[src/rtl/input_debounce_if.sv]
`default_nettype none
// ============================================================================
// Module      : input_debounce_if
// Description : Signal bundle between raw input pads / downstream logic cells
//               and the input_debounce block.
//                 din     : raw asynchronous inputs (pad side drives)
//                 dout    : debounced, clk-synchronous levels
//                 changed : 1-cycle pulse, some dout bit updated
//                 rise    : per-channel 0->1 pulse (INPUT_DEBOUNCE_EDGES_EN)
//                 fall    : per-channel 1->0 pulse (INPUT_DEBOUNCE_EDGES_EN)
//               master : environment side (drives din, observes outputs)
//               slave  : debouncer side (samples din, drives outputs)
//               Optional build macro: INPUT_DEBOUNCE_EDGES_EN adds rise/fall.
// Revision    : 1.0 - initial release
// ============================================================================
interface input_debounce_if #(
  parameter int WIDTH = 2
);

  logic [WIDTH-1:0] din;
  logic [WIDTH-1:0] dout;
  logic             changed;

`ifdef INPUT_DEBOUNCE_EDGES_EN
  logic [WIDTH-1:0] rise;
  logic [WIDTH-1:0] fall;

  modport master (
    output din,
    input  dout,
    input  changed,
    input  rise,
    input  fall
  );

  modport slave (
    input  din,
    output dout,
    output changed,
    output rise,
    output fall
  );
`else
  modport master (
    output din,
    input  dout,
    input  changed
  );

  modport slave (
    input  din,
    output dout,
    output changed
  );
`endif

endinterface
`default_nettype wire

[src/rtl/input_debounce.sv]
`default_nettype none
// ============================================================================
// Module      : input_debounce
// Description : Per-channel 2-flop synchroniser plus stability counter for
//               slow external inputs. A channel's output takes a new level
//               only after the synchronised input has disagreed with the
//               current output for STABLE_CYCLES consecutive clocks.
// Ports       : clk  - system clock (only clock)
//               rst  - synchronous, active-high reset
//               bus  - input_debounce_if.slave
//                      din (in), dout/changed (out), rise/fall (out, opt.)
// Parameters  : WIDTH         channels, 1..8
//               CNT_BITS      stability counter width
//               STABLE_CYCLES stable clocks to accept a level,
//                             1 .. 2**CNT_BITS-1
// Build macro : INPUT_DEBOUNCE_EDGES_EN - adds registered rise/fall pulses.
// Revision    : 1.0 - initial release
// ============================================================================
module input_debounce #(
  parameter int WIDTH         = 2,
  parameter int CNT_BITS      = 16,
  parameter int STABLE_CYCLES = 50000
) (
  input  logic               clk,
  input  logic               rst,
  input_debounce_if.slave    bus
);

  // --------------------------------------------------------------------------
  // Elaboration-time parameter checks
  // --------------------------------------------------------------------------
  if (WIDTH < 1 || WIDTH > 8) begin : g_bad_width
    $error("input_debounce: WIDTH must be in 1..8");
  end

  if (STABLE_CYCLES < 1 || STABLE_CYCLES > (2**CNT_BITS) - 1) begin : g_bad_stable
    $error("input_debounce: STABLE_CYCLES must be in 1..2**CNT_BITS-1");
  end

  // Terminal count: the cycle on which the counter reads this value while
  // still mismatched is the STABLE_CYCLES-th consecutive mismatch.
  localparam logic [CNT_BITS-1:0] c_last_cnt = CNT_BITS'(STABLE_CYCLES - 1);

  // --------------------------------------------------------------------------
  // Synchroniser
  // --------------------------------------------------------------------------
  logic [WIDTH-1:0] r_sync1;
  logic [WIDTH-1:0] r_sync2;

  always_ff @(posedge clk) begin
    if (rst) begin
      r_sync1 <= '0;
      r_sync2 <= '0;
    end else begin
      r_sync1 <= bus.din;
      r_sync2 <= r_sync1;
    end
  end

  // --------------------------------------------------------------------------
  // Per-channel stability counters
  // --------------------------------------------------------------------------
  logic [WIDTH-1:0] r_dout;
  logic [WIDTH-1:0] w_mismatch;
  logic [WIDTH-1:0] w_update;

  for (genvar gi = 0; gi < WIDTH; gi++) begin : g_ch
    logic [CNT_BITS-1:0] r_cnt;

    assign w_mismatch[gi] = r_sync2[gi] ^ r_dout[gi];
    assign w_update[gi]   = w_mismatch[gi] && (r_cnt == c_last_cnt);

    // Any agreement between sync2 and dout discards the partial count, so a
    // glitch shorter than the threshold leaves no residue. The counter also
    // clears on acceptance, hence it never wraps.
    always_ff @(posedge clk) begin
      if (rst) begin
        r_cnt <= '0;
      end else if (!w_mismatch[gi] || w_update[gi]) begin
        r_cnt <= '0;
      end else begin
        r_cnt <= r_cnt + 1'b1;
      end
    end
  end

  // --------------------------------------------------------------------------
  // Output registers
  // --------------------------------------------------------------------------
  // An update always means dout takes the opposite level, so toggling the
  // updated bits is equivalent to loading sync2 into them.
  logic r_changed;

  always_ff @(posedge clk) begin
    if (rst) begin
      r_dout    <= '0;
      r_changed <= 1'b0;
    end else begin
      r_dout    <= r_dout ^ w_update;
      r_changed <= |w_update;
    end
  end

  assign bus.dout    = r_dout;
  assign bus.changed = r_changed;

`ifdef INPUT_DEBOUNCE_EDGES_EN
  // Direction of an update is the newly accepted level, i.e. sync2 at the
  // accepting edge; the masks are disjoint so rise and fall never coincide.
  logic [WIDTH-1:0] r_rise;
  logic [WIDTH-1:0] r_fall;

  always_ff @(posedge clk) begin
    if (rst) begin
      r_rise <= '0;
      r_fall <= '0;
    end else begin
      r_rise <= w_update &  r_sync2;
      r_fall <= w_update & ~r_sync2;
    end
  end

  assign bus.rise = r_rise;
  assign bus.fall = r_fall;
`endif

endmodule
`default_nettype wire

[src/flat_wrapper.sv]
// flat-port wrapper written by rule: the top's interface ports become plain ports
module input_debounce_flat 
#(
  parameter int WIDTH         = 2,
  parameter int CNT_BITS      = 16,
  parameter int STABLE_CYCLES = 50000
)
  (clk, rst, bus_din, bus_dout, bus_changed);
  input_debounce_if #(.WIDTH(WIDTH)) bus_i ();
  input  logic clk;
  input  logic rst;
  input wire logic [$bits(bus_i.din)-1:0] bus_din;
  output wire logic [$bits(bus_i.dout)-1:0] bus_dout;
  output wire logic [$bits(bus_i.changed)-1:0] bus_changed;
  assign bus_i.din = bus_din;
  assign bus_dout = bus_i.dout;
  assign bus_changed = bus_i.changed;
  input_debounce #(.WIDTH(WIDTH), .CNT_BITS(CNT_BITS), .STABLE_CYCLES(STABLE_CYCLES)) u_core (.clk(clk), .rst(rst), .bus(bus_i));
endmodule
[config.mk]
export PLATFORM = sky130hd
export DESIGN_NAME = input_debounce_flat
export DESIGN_NICKNAME = d
export VERILOG_FILES = /design/src/rtl/input_debounce_if.sv /design/src/rtl/input_debounce.sv /design/src/flat_wrapper.sv
export SDC_FILE = /design/constraint.sdc
export NUM_CORES = 1
export LEC_CHECK = 0
export ABC_AREA = 1
export BUFFER_PORTS_ARGS = -buffer_cell sky130_fd_sc_hd__buf_4
export CAP_MARGIN = 15
export CORE_MARGIN = 3
export CORE_UTILIZATION = 40
export DETAILED_ROUTE_END_ITERATION = 7
export PLACE_DENSITY = 0.65
export SYNTH_ARGS = -nofsm -noshare
export SYNTH_HDL_FRONTEND = slang
export SYNTH_SLANG_ARGS = --single-unit
[constraint.sdc]
create_clock -name clk -period 1.98 [get_ports clk]
set_clock_uncertainty 0.1 [all_clocks]
set_input_delay 0.099 -clock clk [delete_from_list [all_inputs] [get_ports clk]]
set_output_delay 0.099 -clock clk [all_outputs]
set_load 0.03 [all_outputs]
# After elaboration in Yosys (flattened, before gate mapping)
# Index checks and enable logic that the tools add are counted.
[word_totals] elab_cells=22 regBits=39 inputBits=4 output_inout_bits=3
[classes] n_eq_ne=2 reduce_logical=9 add_sub_neg=2 bitwise_logic=3
[ops] cell="$add 16x1->16 const B" n=2
[ops] cell="$eq 16x16->1 const B" n=2
[ops] cell="$reduce_or 2->1" n=3
[ops] cell="$logic_and 1x1->1" n=2
[ops] cell="$logic_not 1->1" n=2
[ops] cell="$logic_or 1x1->1" n=2
[ops] cell="$xor 1x1->1" n=2
[ops] cell="$xor 2x2->2" n=1

# Logic depth before layout (Yosys ltp)
[depth] depth_word=4 mapped_depth=8 mapped_depth_nobuf=8

# Worst setup path after synthesis
# No wires, ideal clock.
[synth_timing] kind="register to register" start="register u_core.g_ch[1].r_cnt[0]" end="register u_core.g_ch[1].r_cnt[11]" required_ps=1758 setup_ps=122 n_path_buf=1 stages_incl_launch_ff=8 period_less_slack_ps=1353 setup_slack_ps=627 t_arrival_ps=1132 cell_sequence="dfxtp_1 > ha_1 > nand3_4 > nor2_4 > nand2_2 > nand2_4 > buf_6 > a21oi_1"
[synth_between] elab_chain_len=4 word_cells_on_any_way=5 classes_between="add/sub (1); eq/ne (1); reduce/logical (3)"
[synth_lines] item="start, declared" line="input_debounce.sv:68" source="logic [CNT_BITS-1:0] r_cnt;"
[synth_lines] item="start signal, assigned" line="input_debounce.sv:82" source="r_cnt <= r_cnt + 1'b1;"
[synth_lines] item="branches (longest 4 deep; another with $add 16x1->16)"
# Parallel ways; which one is timed is not known.
# A chain may end at the register's enable or synchronous reset.

# Final worst setup path
[layout_timing] start="register u_core.g_ch[0].r_cnt[0]" end="register u_core.g_ch[0].r_cnt[11]"
[layout_between] elab_chain_len=4 word_cells_on_any_way=5 classes_between="add/sub (1); eq/ne (1); reduce/logical (3)"
[layout_lines] item="start, declared" line="input_debounce.sv:68"
[layout_lines] item="start signal, assigned" line="input_debounce.sv:82"
[layout_lines] item="branches (longest 4 deep; another with $add 16x1->16)"
# Parallel ways; which one is timed is not known.

==> results by group <==
Outcome
  – Status: completed

Clock tree
  – Sink Count: 39
  – Worst-skew pair later-pin latency: ~0.29 ns
  – Clk slew on worst S/H paths: ~0.08 ns
  – CTS tree: yes
  – CTS Buf Count: 5
  – Clk buf depth: 2
  – Root Buffer Master: clkbuf_8
  – H-tree levels: 2
  – # resized after CTS: 0

Yosys
  – Area fraction of the dominant cell type after synthesis: between 40% and 50%
  – Post-Synth Simple-Gate Area: roughly 39%
  – Predominant post-synthesis flop cell: dfxtp_1
  – Synthesized area: ~1900 sq um
  – Synth Area in Adders: 1.29%
  – Area leader, netlist: dfxtp_1
  – Number of flops mapped to enable cells by yosys: 0
  – Syn Area/Cell: approximately 6.9 sq um
  – Post-synth net total: 285
  – Syn. warnings: 0
  – Largest family of logic cells by synthesized area: simple AND/OR/NAND/NOR gates
  – Post-synth ARST share: 0%
  – XOR/XNOR Fraction of Synth Area: ~4.1%
  – Sequential fraction of the synthesis area: between 40% and 50%
  – Ranking of synthesized cells by area: dfxtp_1 40%, nor2_1 12%, nand2_1 11%
  – Post-synthesis instance total: about 280
  – Multiplexer share of the synthesized area: 0%
  – Compound-Gate Fraction of Synth Area: around 7.3%
  – Synthesized flop and latch total: 39
  – Netlist cell types: 24

Placed design
  – GP Congestion: roughly 0.84
  – Dpl cells: 335
  – Placed cell area: around 2000 sq um
  – PortBufs: 6
  – DP Worst Slack: 0.533 ns
  – DP HPWL: between 2 and 3 mm

Critical path
  – Slowest cell on the critical path: dfxtp_1
  – WS Path Type: flop to flop
  – Critical path arrival: ~1.5 ns
  – Worst Path Required: 2.06 ns
  – Crit end category: flop
  – Critical path, cell by cell: ha_1 > nand3_2 > nor2_2 > nand2_2 > nand2_4 > nor2_1
  – Crit-path max FO: 16
  – Worst path max stage delay: approximately 0.37 ns
  – Crit path launch type: flop

STA
  – Fin Setup TNS: 0 ns
  – Fmax: roughly 0.7 GHz
  – Worst Tran Pin Value: 0.231 ns
  – Tmin final: 1.43 ns
  – Final setup viols: 0
  – Final Hold Viols: 0
  – Final WS setup: roughly 0.55 ns
  – Slew Viols, Final: 0
  – Slew headroom: 84.6%
  – Unrepaired setup endpoints after global routing: false
  – Final Cycle Share: roughly 72%
  – Fin Hold WS: roughly 0.31 ns

Drt
  – Routed Antenna Nets: 0
  – Drt pass-1 iters: 4
  – Vias per cell: approximately 4.8
  – Total Wirelength: about 3.5 mm
  – Initial drt markers: 103
  – Detailed-route via count: 1675
  – DR WL/cell: approximately 10 um
  – # DRC: 0

Power
  – Net Sw Power: just under 300 uW
  – Combinational share of power: 2.1%
  – Clk network pwr share: between 40% and 50%
  – Maximum vdd ir drop: roughly 0.00033 V
  – Net Sw Frac: about a fifth
  – P_int: 1.12 mW
  – P per Cell Area: 654 nW/um^2
  – LEAKAGE: ~0.73 nW
  – Sequential share of power: between 50% and 60%
  – Total power: about 1.4 mW

Layout
  – Area Overhead vs Synth: 12.0%
  – Non-Filler Instances: 347
  – Fin nets: 300
  – Number of diodes: 0
  – Final core utilization: 48.1%
  – Design area: 2170 sq um
  – Layout cell share with drive strength beyond 1: around 13%
  – Fillers: 464

Global routing
  – Global-route wire length before repair: 6.37 mm
  – Global route overflow: 0
  – Pin count of the biggest net entering global routing: 17
  – Initial antenna violation count: 0
  – Vias in the first global route: 1540
  – Tot GR Track Use: 14.4%

Floorplanning
  – Die H: approximately 76 um
  – Core Rows: 24
  – Initial Util: 43.0%
  – Die ar.: between 5000 and 6000 sq um
  – Core area: around 4500 sq um
  – Num ports: 7
  – Chip width: ~76 um

Flow run
  – Max-Cap Viols: 0

Worst hold path
  – HP Class: flop to flop
[final cells by class]
cell class / instances / area (sq um) / area share [%]
multi-input cells: 203 / 1000 / 46.2
flip-flops and latches: 39 / 781 / 36.0
inverters: 35 / 131 / 6.06
clock buffers: 7 / 96.3 / 4.44
repair buffers: 10 / 85.1 / 3.92
well taps: 52 / 65.1 / 3.00
clock inverters: 1 / 7.51 / 0.346
[logic make-up (layout without fill, tap and decap cells)]
| kind of cell | Yosys count | in the layout |
|---|---|---|
| AO/OA/AOI/OAI | 27 | 27 |
| XOR/XNOR | 9 | 9 |
| adder cells (fa/ha/maj) | 2 | 2 |
| buffers and inverters | 37 | 53 |
| flip-flops | 39 | 39 |
| AND/OR/NAND/NOR | 165 | 165 |
[synthesized netlist by cell type, drive strengths merged (3+ instances only)]
library cell / count
nor2: 69
nand2: 62
dfxtp: 39
inv: 35
nand3: 25
a21oi: 18
nand4: 6
o21ai: 6
xnor2: 6
xor2: 3
[routing by layer]
metal / track usage (%) / vias to the layer above / part of all wire [%]
met4: 5.24 / 0 / 1.5
met5: 0 / - / 0
met3: 4.22 / 5 / 2.7
met2: 24.1 / 14 / 46
li1: - / 908 / -
met1: 17.5 / 748 / 50
[cell usage in the layout, fill, tap and decap left out]
cell	count
buf_4	6
clkinvlp_4	1
ha_1	2
nor2_1	61
clkbuf_8	7
xnor2_1	6
nand2_4	2
nand4_1	6
nand2_1	55
a21oi_1	18
o21bai_1	1
o21ai_0	6
nor3_1	1
xor2_1	3
dfxtp_1	39
or2_2	2
inv_1	31
nand3_1	22
a31oi_1	1
nand2_2	5
nor2_2	5
nand3_2	2
nor2_4	3
o21a_1	1
dlygate4sd3_1	4
nand3_4	1
inv_2	4
[final timing paths]
kind / start / slack [ns] / endpoint / cells past startpoint
max: u_core.g_ch[0].r_cnt[0] / 0.55 / u_core.g_ch[0].r_cnt[11] / 6
min: u_core.r_sync1[0] / 0.31 / u_core.r_sync2[0] / 2
max reg2reg: u_core.g_ch[0].r_cnt[0] / 0.55 / u_core.g_ch[0].r_cnt[11] / 6
min reg2reg: u_core.r_sync1[0] / 0.31 / u_core.r_sync2[0] / 2
[flip-flops by register name, indices dropped and copies added, names as in the netlist, named ones only]
name	cells
u_core.g_ch.r_cnt	32
u_core.r_sync1	2
u_core.r_sync2	2
u_core.bus.changed	1
[repair_timing]
item / CTS / global route
setup buffers: 0 / 0
hold endpoints to repair: 6 / 0
hold buffers: 4 / 0
[power groups by stage]
stage	clock network [mW]	registers [mW]	logic, mW
2_1_floorplan	0	0.809	0.0167
3_3_place_gp	0	0.810	0.0232
4_1_cts	0.622	0.791	0.0295
5_1_grt	0.642	0.792	0.0328
6_report	0.597	0.791	0.0292
3_5_place_dp	0	0.810	0.0233
[worst max-delay path, delay by kind of cell, from the launching register on]
kind / cells / cell delay, ns
adder cells (fa/ha/maj): 1 / 0.22
AND/OR/NAND/NOR: 5 / 0.62
flip-flops: 1 / 0.37
(Power assumes the default switching activity.)
